[config.mk]
export PLATFORM = sky130hd
export DESIGN_NAME = if_stage
export DESIGN_NICKNAME = d
export VERILOG_FILES = /design/src/rtl/if_stage.sv
export SDC_FILE = /design/constraint.sdc
export NUM_CORES = 1
export LEC_CHECK = 0
export ABC_AREA = 1
export BUFFER_PORTS_ARGS = -buffer_cell sky130_fd_sc_hd__buf_2
export CAP_MARGIN = 20
export CORE_ASPECT_RATIO = 1.25
export CORE_MARGIN = 2
export CORE_UTILIZATION = 50
export DETAILED_ROUTE_END_ITERATION = 7
export PLACE_DENSITY = 0.86
export SLEW_MARGIN = 25
export SYNTH_ARGS = -nofsm -noshare
export SYNTH_HDL_FRONTEND = slang
export SYNTH_SLANG_ARGS = --single-unit
[constraint.sdc]
create_clock -name clk_i -period 2.5 [get_ports clk_i]
set_clock_uncertainty 0.2 [all_clocks]
set_input_delay 0.25 -clock clk_i [delete_from_list [all_inputs] [get_ports clk_i]]
set_output_delay 0.25 -clock clk_i [all_outputs]
set_load 0.02 [all_outputs]
[src/rtl/if_stage.sv]
// rtl/if_stage.sv - instruction-fetch stage: PC, IMEM addressing, IF/ID register, halt and fetch count
module if_stage #(
    parameter logic [31:0] RESET_PC   = 32'h0000_0000,
    parameter int          IMEM_WORDS = 32,
    parameter logic [31:0] NOP_INSTR  = 32'h0000_0013
) (
    input  logic        clk_i,
    input  logic        rst_i,
    input  logic        stall_i,
    input  logic        redirect_i,
    input  logic [31:0] redirect_target_i,
    output logic [31:0] imem_addr_o,
    input  logic [31:0] imem_instr_i,
    output logic [31:0] pc_o,
    output logic [31:0] ifid_pc_o,
    output logic [31:0] ifid_pc4_o,
    output logic [31:0] ifid_instr_o,
    output logic        ifid_valid_o,
    output logic        halted_o,
    output logic        align_err_o,
    output logic [31:0] fetch_cnt_o
);

    localparam logic [31:0] IMEM_BYTES = 32'(IMEM_WORDS * 4);

    logic [31:0] pc_q, pc_d;
    logic [31:0] ifid_pc_q, ifid_pc_d;
    logic [31:0] ifid_pc4_q, ifid_pc4_d;
    logic [31:0] ifid_instr_q, ifid_instr_d;
    logic        ifid_valid_q, ifid_valid_d;
    logic        align_err_q, align_err_d;
    logic [31:0] fetch_cnt_q, fetch_cnt_d;
    logic [31:0] pc_plus4;
    logic        halted;

    assign pc_plus4 = pc_q + 32'd4;
    assign halted   = (pc_q >= IMEM_BYTES);

    // Redirect beats stall beats halt; a halted PC never trusts imem_instr_i.
    always_comb begin
        pc_d         = pc_q;
        ifid_pc_d    = ifid_pc_q;
        ifid_pc4_d   = ifid_pc4_q;
        ifid_instr_d = ifid_instr_q;
        ifid_valid_d = ifid_valid_q;
        align_err_d  = align_err_q;
        fetch_cnt_d  = fetch_cnt_q;
        if (redirect_i) begin
            pc_d         = {redirect_target_i[31:2], 2'b00};
            ifid_instr_d = NOP_INSTR;
            ifid_valid_d = 1'b0;
            if (redirect_target_i[1:0] != 2'b00) begin
                align_err_d = 1'b1;
            end
        end else if (stall_i) begin
            pc_d = pc_q;
        end else if (halted) begin
            ifid_instr_d = NOP_INSTR;
            ifid_valid_d = 1'b0;
        end else begin
            pc_d         = pc_plus4;
            ifid_pc_d    = pc_q;
            ifid_pc4_d   = pc_plus4;
            ifid_instr_d = imem_instr_i;
            ifid_valid_d = 1'b1;
            fetch_cnt_d  = fetch_cnt_q + 32'd1;
        end
    end

    always_ff @(posedge clk_i) begin
        if (rst_i) begin
            pc_q         <= RESET_PC;
            ifid_pc_q    <= 32'd0;
            ifid_pc4_q   <= 32'd0;
            ifid_instr_q <= NOP_INSTR;
            ifid_valid_q <= 1'b0;
            align_err_q  <= 1'b0;
            fetch_cnt_q  <= 32'd0;
        end else begin
            pc_q         <= pc_d;
            ifid_pc_q    <= ifid_pc_d;
            ifid_pc4_q   <= ifid_pc4_d;
            ifid_instr_q <= ifid_instr_d;
            ifid_valid_q <= ifid_valid_d;
            align_err_q  <= align_err_d;
            fetch_cnt_q  <= fetch_cnt_d;
        end
    end

    assign imem_addr_o  = pc_q;
    assign pc_o         = pc_q;
    assign ifid_pc_o    = ifid_pc_q;
    assign ifid_pc4_o   = ifid_pc4_q;
    assign ifid_instr_o = ifid_instr_q;
    assign ifid_valid_o = ifid_valid_q;
    assign halted_o     = halted;
    assign align_err_o  = align_err_q;
    assign fetch_cnt_o  = fetch_cnt_q;

endmodule

Word-level counts from Yosys, hierarchy flattened
Cells that the tools add are included.

Bits in registers: 162. Input port bits: 68. Output and inout port bits: 195.

$add $sub $neg: 2. $lt $le $gt $ge: 1. Eq/ne operators: 2. Mux-type cells: 5. Bitwise gates (word level): 3. Reduce and logical (&&, ||, !) cells: 6.

Operators by type and width (count): two-way mux 32 bit (4); adder 32 x 1 -> 32 bit, second input constant (1); adder 32 x 3 -> 32 bit, second input constant (1); >= comparator 32 x 8 -> 1 bit, second input constant (1); AND reduction 2 bit (3); inverter 1 bit (3); AND reduction 3 bit (1); != test 2 x 1 -> 1 bit, second input constant (1); != test 2 bit, second input constant (1); nonzero test 2 bit (1); OR reduction 2 bit (1); two-way mux 1 bit (1).

Depth between registers and ports, before layout
Gate-level depths: netlist (run 1).

Depth after elaboration: 4. Mapped depth: 11. Mapped depth without buffers: 10.

Worst setup path after synthesis (run 1)
OpenSTA, ideal clock, no wires.

Path kind: reg2reg. Start point: register fetch_cnt_q[0], in the netlist fetch_cnt_o[0]. End point: register fetch_cnt_q[30], in the netlist fetch_cnt_o[30]. Arrival time: 1.561 ns. Slack: 0.607 ns. Cell stages (with the launch flop): 11. Path buffers: 0. Period minus slack after synthesis: 1.893 ns. Path through: dfxtp_1 > ha_1 > nand3_2 > nor2_2 > inv_1 > nor2_2 > nand2_1 > nand2_1 > nand2_1 > nand2_1 > a21oi_1.

Cells in the longest elaborated chain, start to end: 1.

RTL lines: start, declared (line 32) `logic [31:0] fetch_cnt_q, fetch_cnt_d;`; start signal, assigned (line 86) `fetch_cnt_q <= fetch_cnt_d;`; adder 32 x 1 -> 32 bit (line 66) `fetch_cnt_d = fetch_cnt_q + 32'd1;`.

No other way between the ends. A chain may end at the register's enable or synchronous reset.

Final worst setup path (run 1)
Start point: register pc_q[12], in the netlist imem_addr_o[12]. End point: output halted_o.

Cells in the longest elaborated chain, start to end: 1.

RTL lines: start, declared (line 26) `logic [31:0] pc_q, pc_d;`; start signal, assigned (line 80) `pc_q <= pc_d;`; >= comparator 32 x 8 -> 1 bit (line 37) `assign halted = (pc_q >= IMEM_BYTES);`; end, declared (line 19) `output logic halted_o,`.

No other way between the ends.

==> run_results.csv, run 1 <==
group,metric,value,unit
yosys,ys_ff_latch,156,
cts,clk_latency,0.43,ns
worst_setup_path,crit_buf_inv,4,
worst_setup_path,cp-startpoint,"imem_addr_o[12]",
die,die_x,107.8,µm
final_layout,stdcell_area,9254,µm²
global_route,overflow,0,
worst_setup_path,crit_arrival,1.91,ns
pwr,power_leakage,4.150,nW
yosys,avgSynthCellArea,7.160,µm²
timing,worst_pin_slew,0.5909,ns
cts,cts_setup_buffers,0,
die,ios,263,
timing,finalCritPeriodShare,0.9432,
timing,layout_min_cycle_time,2.358,ns
yosys,ys_seq_area_frac,0.4640,
timing,fmax,424.1,MHz
worst_setup_path,cp_slowest_cell,"dfxtp_1",
worst_setup_path,crit_path_cell_trace,"nor2_1 -> nand3_1 -> inv_1 -> nand2_1 -> nor2_4 -> buf_4 -> inv_1 -> buf_2",
pwr,ir_worst_vdd,491.5,µV
final_layout,final_cell_mix,"nand2_1, buf_2, dfxtp_1",
drt,drt-initial-drc-count,567,
yosys,synthDistinctLibCells,25,
worst_setup_path,path_common_cell,"inv_1",
outcome,status,"complete, no violations",
global_route,grt_pass1_vias,7041,
final_layout,synthToLayoutAreaGrowth,37.50,%
placed_design,placed_cell_area,7864,µm²
drt,via_per_inst,5.294,
worst_setup_path,endpoint,"halted_o",
global_route,antenna_found_initial,0,
timing,fin_setup_tns,0,ns
yosys,yosysWarnings,0,
cts,cts-htree-levels,4,
worst_setup_path,r2r_cells,9,
drt,routed_wl,22090,µm
cts,clock_path_buffers,2,
worst_setup_path,crit_path_end_kind,"primary output",
timing,hold_viol_final,0,
worst_setup_path,critical_path_required,2.05,ns
yosys,yosysTopAreaCell,"dfxtp_1",
yosys,yosys-top-cells-area,"dfxtp_1, nand2_1, a21oi_1",
drt,drtAntennaViolNets,0,
cts,numCtsBuffers,17,
die,die_area,14410,µm²
final_layout,layout_commonest_cell,"nand2_1",
worst_setup_path,timing.rr.start,"imem_addr_o[28]",
worst_setup_path,cp.depth,8,
worst_setup_path,cpPeakStageDelay,0.35,ns
cts,cts_tree,"built",
run,cap_violations,0,
drt,vias,7433,
worst_setup_path,path_delay_family,"buffers and inverters",
placed_design,hpwl,13170,µm
global_route,grt_pass1_wl,34640,µm
timing,grt_setup_unrepaired,"no",
drt,first_pass_iters,5,
drt,drc,0,
die,initial_core_util,0.5109,
drt,wl_per_cell,15.73,µm
final_layout,finish.utilization,0.7025,
hold_path,min_path_type,"in2reg",
yosys,synth_top_cell_area_share,0.4640,
cts,cts-root-buf,"clkbuf_16",
worst_setup_path,reg2reg_slack,0.19,ns
final_layout,num_antenna_cells,0,
final_layout,fin_nets,1291,
worst_setup_path,r2r_end,"ifid_instr_o[0]",
placed_design,portBuffers,254,
timing,setup_viol,0,
die,die_y,133.7,µm
worst_setup_path,worst-path-max-fanout,14,
final_layout,drive_above_1_share,0.2644,
timing,slew_headroom,0.6061,
pwr,power.density,620.7,nW/µm²
placed_design,place_congestion,0.9105,
yosys,syn_area,6730,µm²
die,placeableCoreArea,13170,µm²
timing,slew_viol_final,0,
worst_setup_path,crit_type,"reg2out",
cts,cts_sinks,156,
global_route,grt.total_usage,0.3015,
yosys,postSynthCellCount,940,
worst_setup_path,startpoint_type,"flip-flop",
die,fp-row-count,47,
cts,clkTransAtPathRegs,0.07,ns
pwr,power,5.744,mW
global_route,grt_max_degree,124,
## layout make-up
cell class	instances	area, µm²
clock inverters	14	177.7
multi-input cells	673	3029
inverters	31	116.4
flip-flops and latches	156	3123
clock buffers	18	439.2
well taps	171	214.0
repair buffers	341	2155
fillers	1009	3919
## through the flow
stage | setup slack (ns) | std cells | hold WS [ns]
finish | 0.1419 | 1404 | 0.02935
global route | 0.05014 | 1404 | 0.04689
CTS | 0.2284 | 1403 | 0.0007418
detailed placement | 0.4586 | 1295 | 0.2249
global placement | 0.5202 | 1295 | 0.2222
floorplan | 0.6066 | 947 | 0.1809
## worst min-delay path, cell delays in order
cell     delay [ns]
buf_2          0.20
nand2_1        0.10
a21oi_1        0.06
## cells in the mapped netlist
| library cell | count |
|---|---|
| a21oi_1 | 94 |
| a21oi_2 | 10 |
| buf_1 | 4 |
| buf_2 | 14 |
| buf_4 | 42 |
| buf_6 | 1 |
| clkbuf_1 | 27 |
| conb_1 | 1 |
| dfxtp_1 | 156 |
| ha_1 | 3 |
| inv_1 | 26 |
| inv_2 | 5 |
| nand2_1 | 346 |
| nand3_1 | 36 |
| nand3_2 | 2 |
| nand3_4 | 1 |
| nand3b_1 | 17 |
| nand4_1 | 13 |
| nor2_1 | 112 |
| nor2_2 | 7 |
| nor2_4 | 1 |
| o21ai_0 | 2 |
| o22ai_1 | 3 |
| xnor2_1 | 4 |
| xor2_1 | 13 |
## worst min path at each step
stage                                from         endpoint  slack (ns)  cells after the start
after floorplan           imem_instr_i[0]  ifid_instr_o[0]        0.18                      2
after global placement       ifid_pc_o[9]     ifid_pc_o[9]        0.22                      2
after detailed placement    ifid_pc_o[29]    ifid_pc_o[29]        0.22                      2
after CTS                      redirect_i  imem_addr_o[23]      0.0007                      3
after global routing           redirect_i  imem_addr_o[23]        0.05                      3
final                          redirect_i  imem_addr_o[23]        0.03                      3
## state kept, by name, indices dropped and copies added, names as in the netlist
register and cells:
fetch_cnt_o 32, ifid_instr_o 32, ifid_pc4_o 30, ifid_pc_o 30, imem_addr_o 30, align_err_o 1
ifid_valid_o 1
## power breakdown
group          switching, mW  leakage (nW)  internal, mW  total [mW]
Sequential            0.0378          1.26          2.51        2.55
Clock                   1.14         0.297          1.54        2.68
Combinational          0.308          2.59         0.202       0.510
## metal layers
metal	GRT usage	routed length (µm)	vias up	share of wire
met3	0.07681	1798	99	0.081
met5	0	0	-	0
li1	-	-	3488	-
met4	0.1688	1078	0	0.049
met2	0.5231	11100	446	0.50
met1	0.3311	8110	3400	0.37
## what timing repair did
action	CTS	global route
setup endpoints to repair	0	4
hold endpoints to repair	62	0
hold buffers	76	0
gates resized for setup	0	1
## logic make-up after synthesis
| family | after synthesis | synth area share |
|---|---|---|
| adders and majority gates | 3 | 0.005578 |
| other | 1 | 0.0005572 |
| xor gates and xnor gates | 17 | 0.02212 |
| buffers and inverters | 119 | 0.09351 |
| and+or+nand+nor | 535 | 0.3270 |
| DFF | 156 | 0.4640 |
| AOI/OAI and AO/OA | 109 | 0.08719 |
Note: power is estimated with default switching activity, not from simulation.
==> run 2: changes to the inputs <==
CORE_ASPECT_RATIO = 0.8   (was 1.25)
CORE_UTILIZATION = 44   (was 50)
PLACE_DENSITY = 0.8   (was 0.86)
clock period = 1.9 ns   (was 2.5 ns; I/O delays follow)
==> run 2 against run 1 <==
  * The run now ends with negative setup slack left
  * Sequential power up 32%
  * Total power up 34%
  * Sequential share of layout area down 1.3 points
  * Worst hold slack better by 0.0031 ns
  * Core utilization down 5.3 points
  * Via count down 2.1%
  * Register-to-register slack worse by 0.26 ns
  * Clock power up 36%
  * Non-clock buffer count up 29
  * Cell area up 5.0%
  * Wire length down 4.7%
  * Critical path type is now reg2reg
  * Critical endpoint is now fetch_cnt_o[25]
  * Largest power group unchanged
==> run_results.csv, run 2 (synthesized netlist as in run 1, its figures left out) <==
group,metric,value,unit
worst_setup_path,cp_slowest_cell,"dfxtp_2",
pwr,ir_worst_vdd,730.3,µV
global_route,antenna_found_initial,0,
outcome,violations,"negative setup slack",
placed_design,place_congestion,0.9253,
cts,clk_latency,0.42,ns
die,die_y,114.6,µm
timing,fin_setup_tns,-0.6303,ns
die,die_area,16310,µm²
global_route,grt.total_usage,0.2464,
worst_setup_path,cpPeakStageDelay,0.33,ns
drt,drt-initial-drc-count,563,
global_route,grtUsageMet1,0.3265,
die,placeableCoreArea,14960,µm²
worst_setup_path,critical_path_required,2.05,ns
final_layout,stdcell_area,9718,µm²
placed_design,hpwl,12730,µm
final_layout,num_antenna_cells,0,
die,initial_core_util,0.4497,
outcome,status,"complete, but fails checks",
global_route,busiest_layer,"met2",
cts,numCtsBuffers,17,
worst_setup_path,r2r_end,"fetch_cnt_o[25]",
timing,hold_slack,0.03244,ns
die,die_x,142.3,µm
timing,slew_viol_final,0,
pwr,power.density,794.7,nW/µm²
pwr,power_leakage,4.424,nW
timing,worst_pin_slew,0.6235,ns
pwr,power,7.723,mW
cts,cts-root-buf,"clkbuf_16",
cts,cts_sinks,156,
placed_design,placed_cell_area,8064,µm²
worst_setup_path,path_common_cell,"nor2_4",
placed_design,portBuffers,254,
final_layout,synthToLayoutAreaGrowth,44.39,%
worst_setup_path,reg2reg_slack,-0.07,ns
run,cap_violations,0,
cts,cts-htree-levels,4,
worst_setup_path,crit_arrival,2.11,ns
worst_setup_path,startpoint_type,"flip-flop",
global_route,grt_use_met3,0.07277,
timing,fin_ws,-0.06777,ns
drt,first_pass_iters,5,
hold_path,min_path_type,"in2reg",
hold_path,min-delay-start,"stall_i",
final_layout,layout_commonest_cell,"nand2_1",
global_route,grt_pass1_wl,32140,µm
timing,fmax,508.2,MHz
drt,drtAntennaViolNets,0,
global_route,globalRouteMet2Util,0.3813,
final_layout,fin_nets,1319,
hold_path,holdPathEnd,"ifid_instr_o[0]",
final_layout,final_cell_mix,"nand2_1, buf_2, dfxtp_1",
hold_path,hold-path-cell-count,4,
worst_setup_path,worst-path-max-fanout,7,
drt,routed_wl,21050,µm
die,fp-row-count,40,
drt,wl_per_cell,14.52,µm
die,ios,263,
worst_setup_path,crit_path_cell_trace,"inv_2 -> nand2_2 -> nor2_4 -> buf_6 -> nand2_2 -> nor2_4 -> nand3_4 -> nor2_4 -> clkbuf_16 -> nand2_1 -> a21oi_1",
global_route,grt_pass1_vias,6513,
cts,clkTransAtPathRegs,0.07,ns
worst_setup_path,r2r_cells,11,
timing,grt_setup_unrepaired,"yes",
timing,layout_min_cycle_time,1.968,ns
timing,hold_viol_final,0,
drt,via_per_inst,5.017,
cts,cts_tree,"built",
final_layout,drive_above_1_share,0.3315,
global_route,overflow,0,
timing,slew_headroom,0.5844,
worst_setup_path,crit_type,"reg2reg",
timing,setup_viol,29,
timing,finalCritPeriodShare,1.036,
worst_setup_path,timing.rr.start,"imem_addr_o[31]",
cts,clock_path_buffers,2,
worst_setup_path,crit_path_end_kind,"flip-flop",
global_route,grt_max_degree,124,
drt,drc,0,
placed_design,pre_cts_slack,0.07286,ns
drt,vias,7274,
-- run 2: cell count changes in the layout (fill, tap and decap cells not counted), sizes merged, moves of 2 or more --
cell / change
buf: +36
clkbuf: +2
clkinvlp: -2
dlygate4sd3: -9
-- run 2: critical path, delay by kind of cell, from the launching register on --
family / cells / cell delay (ns)
buf+inv: 3 / 0.38
simple gates: 7 / 0.83
compound gates: 1 / 0.14
flops: 1 / 0.33
-- run 2: final cells by class --
class                   count  area [µm²]
multi-input cells         672        3162
clock inverters            14       195.2
clock buffers              18       439.2
well taps                 189       236.5
inverters                  31       116.4
fillers                  1216        5246
repair buffers            370        2419
flip-flops and latches    156        3151
-- run 2: worst max-delay path by stage --
stage | start | depth (start not counted) | end | slack, ns
floorplan | fetch_cnt_o[0] | 10 | fetch_cnt_o[30] | 0.007
global placement | imem_addr_o[8] | 10 | fetch_cnt_o[22] | 0.15
detailed placement | imem_addr_o[8] | 10 | fetch_cnt_o[24] | 0.07
CTS | imem_addr_o[8] | 8 | halted_o | -0.02
global route | imem_addr_o[31] | 11 | fetch_cnt_o[25] | -0.15
finish | imem_addr_o[31] | 11 | fetch_cnt_o[25] | -0.07
-- run 2: what timing repair did --
action / in CTS / in global routing
gates cloned: 0 / 3
gates resized for setup: 14 / 57
endpoints found under the hold margin: 64 / 0
setup buffers: 9 / 4
endpoints found under the setup margin: 1 / 150
hold buffers: 67 / 0
pin swaps: 9 / 15
-- run 2: layer usage --
layer,vias to the layer above,wire length [µm]
met5,-,0
met4,0,412
met3,36,1850
met2,373,9711
met1,3322,9076
li1,3543,-
-- run 2: through the flow --
step,cells,util
floorplan,947,-
global placement,1335,0.5389
detailed placement,1335,0.5389
CTS,1443,0.6329
global route,1450,0.6494
finish,1450,0.6494
-- run 2: power by group --
| group | total (mW) | switching, mW | internal, mW | leakage (nW) |
|---|---|---|---|---|
| registers | 3.36 | 0.0470 | 3.31 | 1.27 |
| logic | 0.715 | 0.409 | 0.306 | 2.84 |
| clock network | 3.65 | 1.49 | 2.16 | 0.313 |
==> run 3: changes to the inputs <==
--- a/config.mk
+++ b/config.mk
@@ -15,2 +15,3 @@
 export PLACE_DENSITY = 0.8
+export REMOVE_ABC_BUFFERS = 1
 export SLEW_MARGIN = 25
--- a/constraint.sdc
+++ b/constraint.sdc
@@ -4,2 +4,2 @@
 set_output_delay 0.19 -clock clk_i [all_outputs]
-set_load 0.02 [all_outputs]
+set_load 0.01 [all_outputs]
==> run 3 against run 2 <==
  * The flow now finishes without violations
  * Critical path depth is the same
  * Via count decreased by 0.67%
  * Combinational power down 13%
  * Critical endpoint is now fetch_cnt_o[2]
  * Highest routed layer unchanged
==> run_results.csv, run 3 (synthesized netlist as in run 1, its figures left out) <==
group,metric,value,unit
outcome,status,"complete, no violations",
drt,drt-initial-drc-count,504,
final_layout,final_cell_mix,"nand2_1, buf_2, dfxtp_1",
drt,routed_wl,21740,µm
drt,vias,7225,
final_layout,fin_nets,1310,
placed_design,portBuffers,254,
final_layout,synthToLayoutAreaGrowth,43.82,%
placed_design,hpwl,12820,µm
timing,worst_pin_slew,0.5472,ns
drt,first_pass_iters,5,
pwr,power_leakage,4.365,nW
timing,fin_setup_tns,0,ns
worst_setup_path,path_delay_family,"simple AND/OR/NAND/NOR gates",
worst_setup_path,startpoint_type,"flip-flop",
pwr,power,7.548,mW
cts,cts-root-buf,"clkbuf_16",
placed_design,place_congestion,0.8945,
cts,clkTransAtPathRegs,0.06,ns
final_layout,drive_above_1_share,0.3163,
die,fp-row-count,40,
cts,clock_path_buffers,2,
die,placeableCoreArea,14960,µm²
pwr,power.density,779.8,nW/µm²
final_layout,layout_commonest_cell,"nand2_1",
drt,drc,0,
global_route,grt_pass1_vias,6398,
global_route,antenna_found_initial,0,
worst_setup_path,crit_path_end_kind,"flip-flop",
worst_setup_path,cpPeakStageDelay,0.36,ns
worst_setup_path,critical_path_required,1.97,ns
worst_setup_path,crit_path_cell_trace,"nor2_2 -> nand3_2 -> inv_2 -> nand2_2 -> nor2_4 -> buf_6 -> nand3_4 -> buf_12 -> clkbuf_16 -> nand2_1 -> a21oi_1",
worst_setup_path,crit_buf_inv,4,
global_route,overflow,0,
timing,layout_min_cycle_time,1.895,ns
final_layout,fill_cells,1205,
drt,drtAntennaViolNets,0,
cts,cts_sinks,156,
run,cap_violations,0,
final_layout,num_antenna_cells,0,
hold_path,min_path_type,"in2reg",
worst_setup_path,crit_arrival,1.97,ns
die,initial_core_util,0.4497,
worst_setup_path,worst-path-max-fanout,11,
cts,cts-htree-levels,4,
timing,setup_viol,0,
timing,finalCritPeriodShare,0.9975,
cts,numCtsBuffers,17,
die,die_x,142.3,µm
global_route,grt_max_degree,124,
timing,hold_viol_final,0,
global_route,grt_pass1_wl,31440,µm
pwr,ir_worst_vdd,583.0,µV
worst_setup_path,crit_type,"reg2reg",
cts,clk_latency,0.42,ns
cts,cts_tree,"built",
timing,slew_viol_final,0,
die,ios,263,
die,die_area,16310,µm²
worst_setup_path,cp_slowest_cell,"dfxtp_4",
drt,via_per_inst,5.024,
die,die_y,114.6,µm
timing,slew_headroom,0.6352,
timing,grt_setup_unrepaired,"yes",
global_route,grt.total_usage,0.2424,
timing,fmax,527.6,MHz
drt,wl_per_cell,15.12,µm
## run 3: tightest hold or removal path, delay by kind of cell
kind	cells	cell delay (ns)
compound gates	2	0.20
simple gates	2	0.11
buf+inv	1	0.08
## run 3: area by class of cell
| class | count | area, µm² | share of cell area |
|---|---|---|---|
| flip-flops and latches | 156 | 3148 | 0.3252 |
| multi-input cells | 672 | 3129 | 0.3233 |
| repair buffers | 361 | 2440 | 0.2521 |
| clock buffers | 19 | 442.9 | 0.04576 |
| well taps | 189 | 236.5 | 0.02443 |
| clock inverters | 10 | 166.4 | 0.01719 |
| inverters | 31 | 116.4 | 0.01202 |
## run 3: per-layer routing
layer  GRT usage  share of wire  vias up
met5           0              0        -
met4      0.1013          0.026        0
met3     0.06650          0.075       54
met2      0.3804           0.47      321
met1      0.3160           0.43     3331
li1            -              -     3519
## run 3: path summary, 6_finish.rpt
check / from / to / slack, ns / depth (start not counted)
worst max-delay path: imem_addr_o[15] / fetch_cnt_o[2] / 0.005 / 11
worst min-delay path: redirect_target_i[2] / imem_addr_o[2] / 0.02 / 5
worst max register to register: imem_addr_o[15] / fetch_cnt_o[2] / 0.005 / 11
worst min register to register: ifid_pc4_o[17] / ifid_pc4_o[17] / 0.23 / 2
## run 3: through the flow
stage	util	hold slack, ns	worst slack (ns)	cells	instance area [µm²]
after floorplan	-	0.05907	-1.520	859	6243
after global placement	0.5354	0.2078	0.1547	1328	8011
after detailed placement	0.5354	0.2094	0.1140	1328	8011
after CTS	0.6225	0.002923	0.003741	1426	9315
after global routing	0.6468	0.02730	-0.06202	1438	9679
final	0.6468	0.01620	0.004778	1438	9679
## run 3: where the power goes
group	internal [mW]	leakage, nW	switching, mW
logic	0.287	2.81	0.335
registers	3.31	1.27	0.0458
clock network	2.22	0.292	1.35
total	5.82	4.36	1.73
## run 3: timing repair
action,CTS,global route
gates resized for setup,4,57
cloned,0,9
buffers inserted,2,3
pin swaps,3,9
hold endpoints to repair,62,0
setup endpoints to repair,1,99
hold buffers,67,0
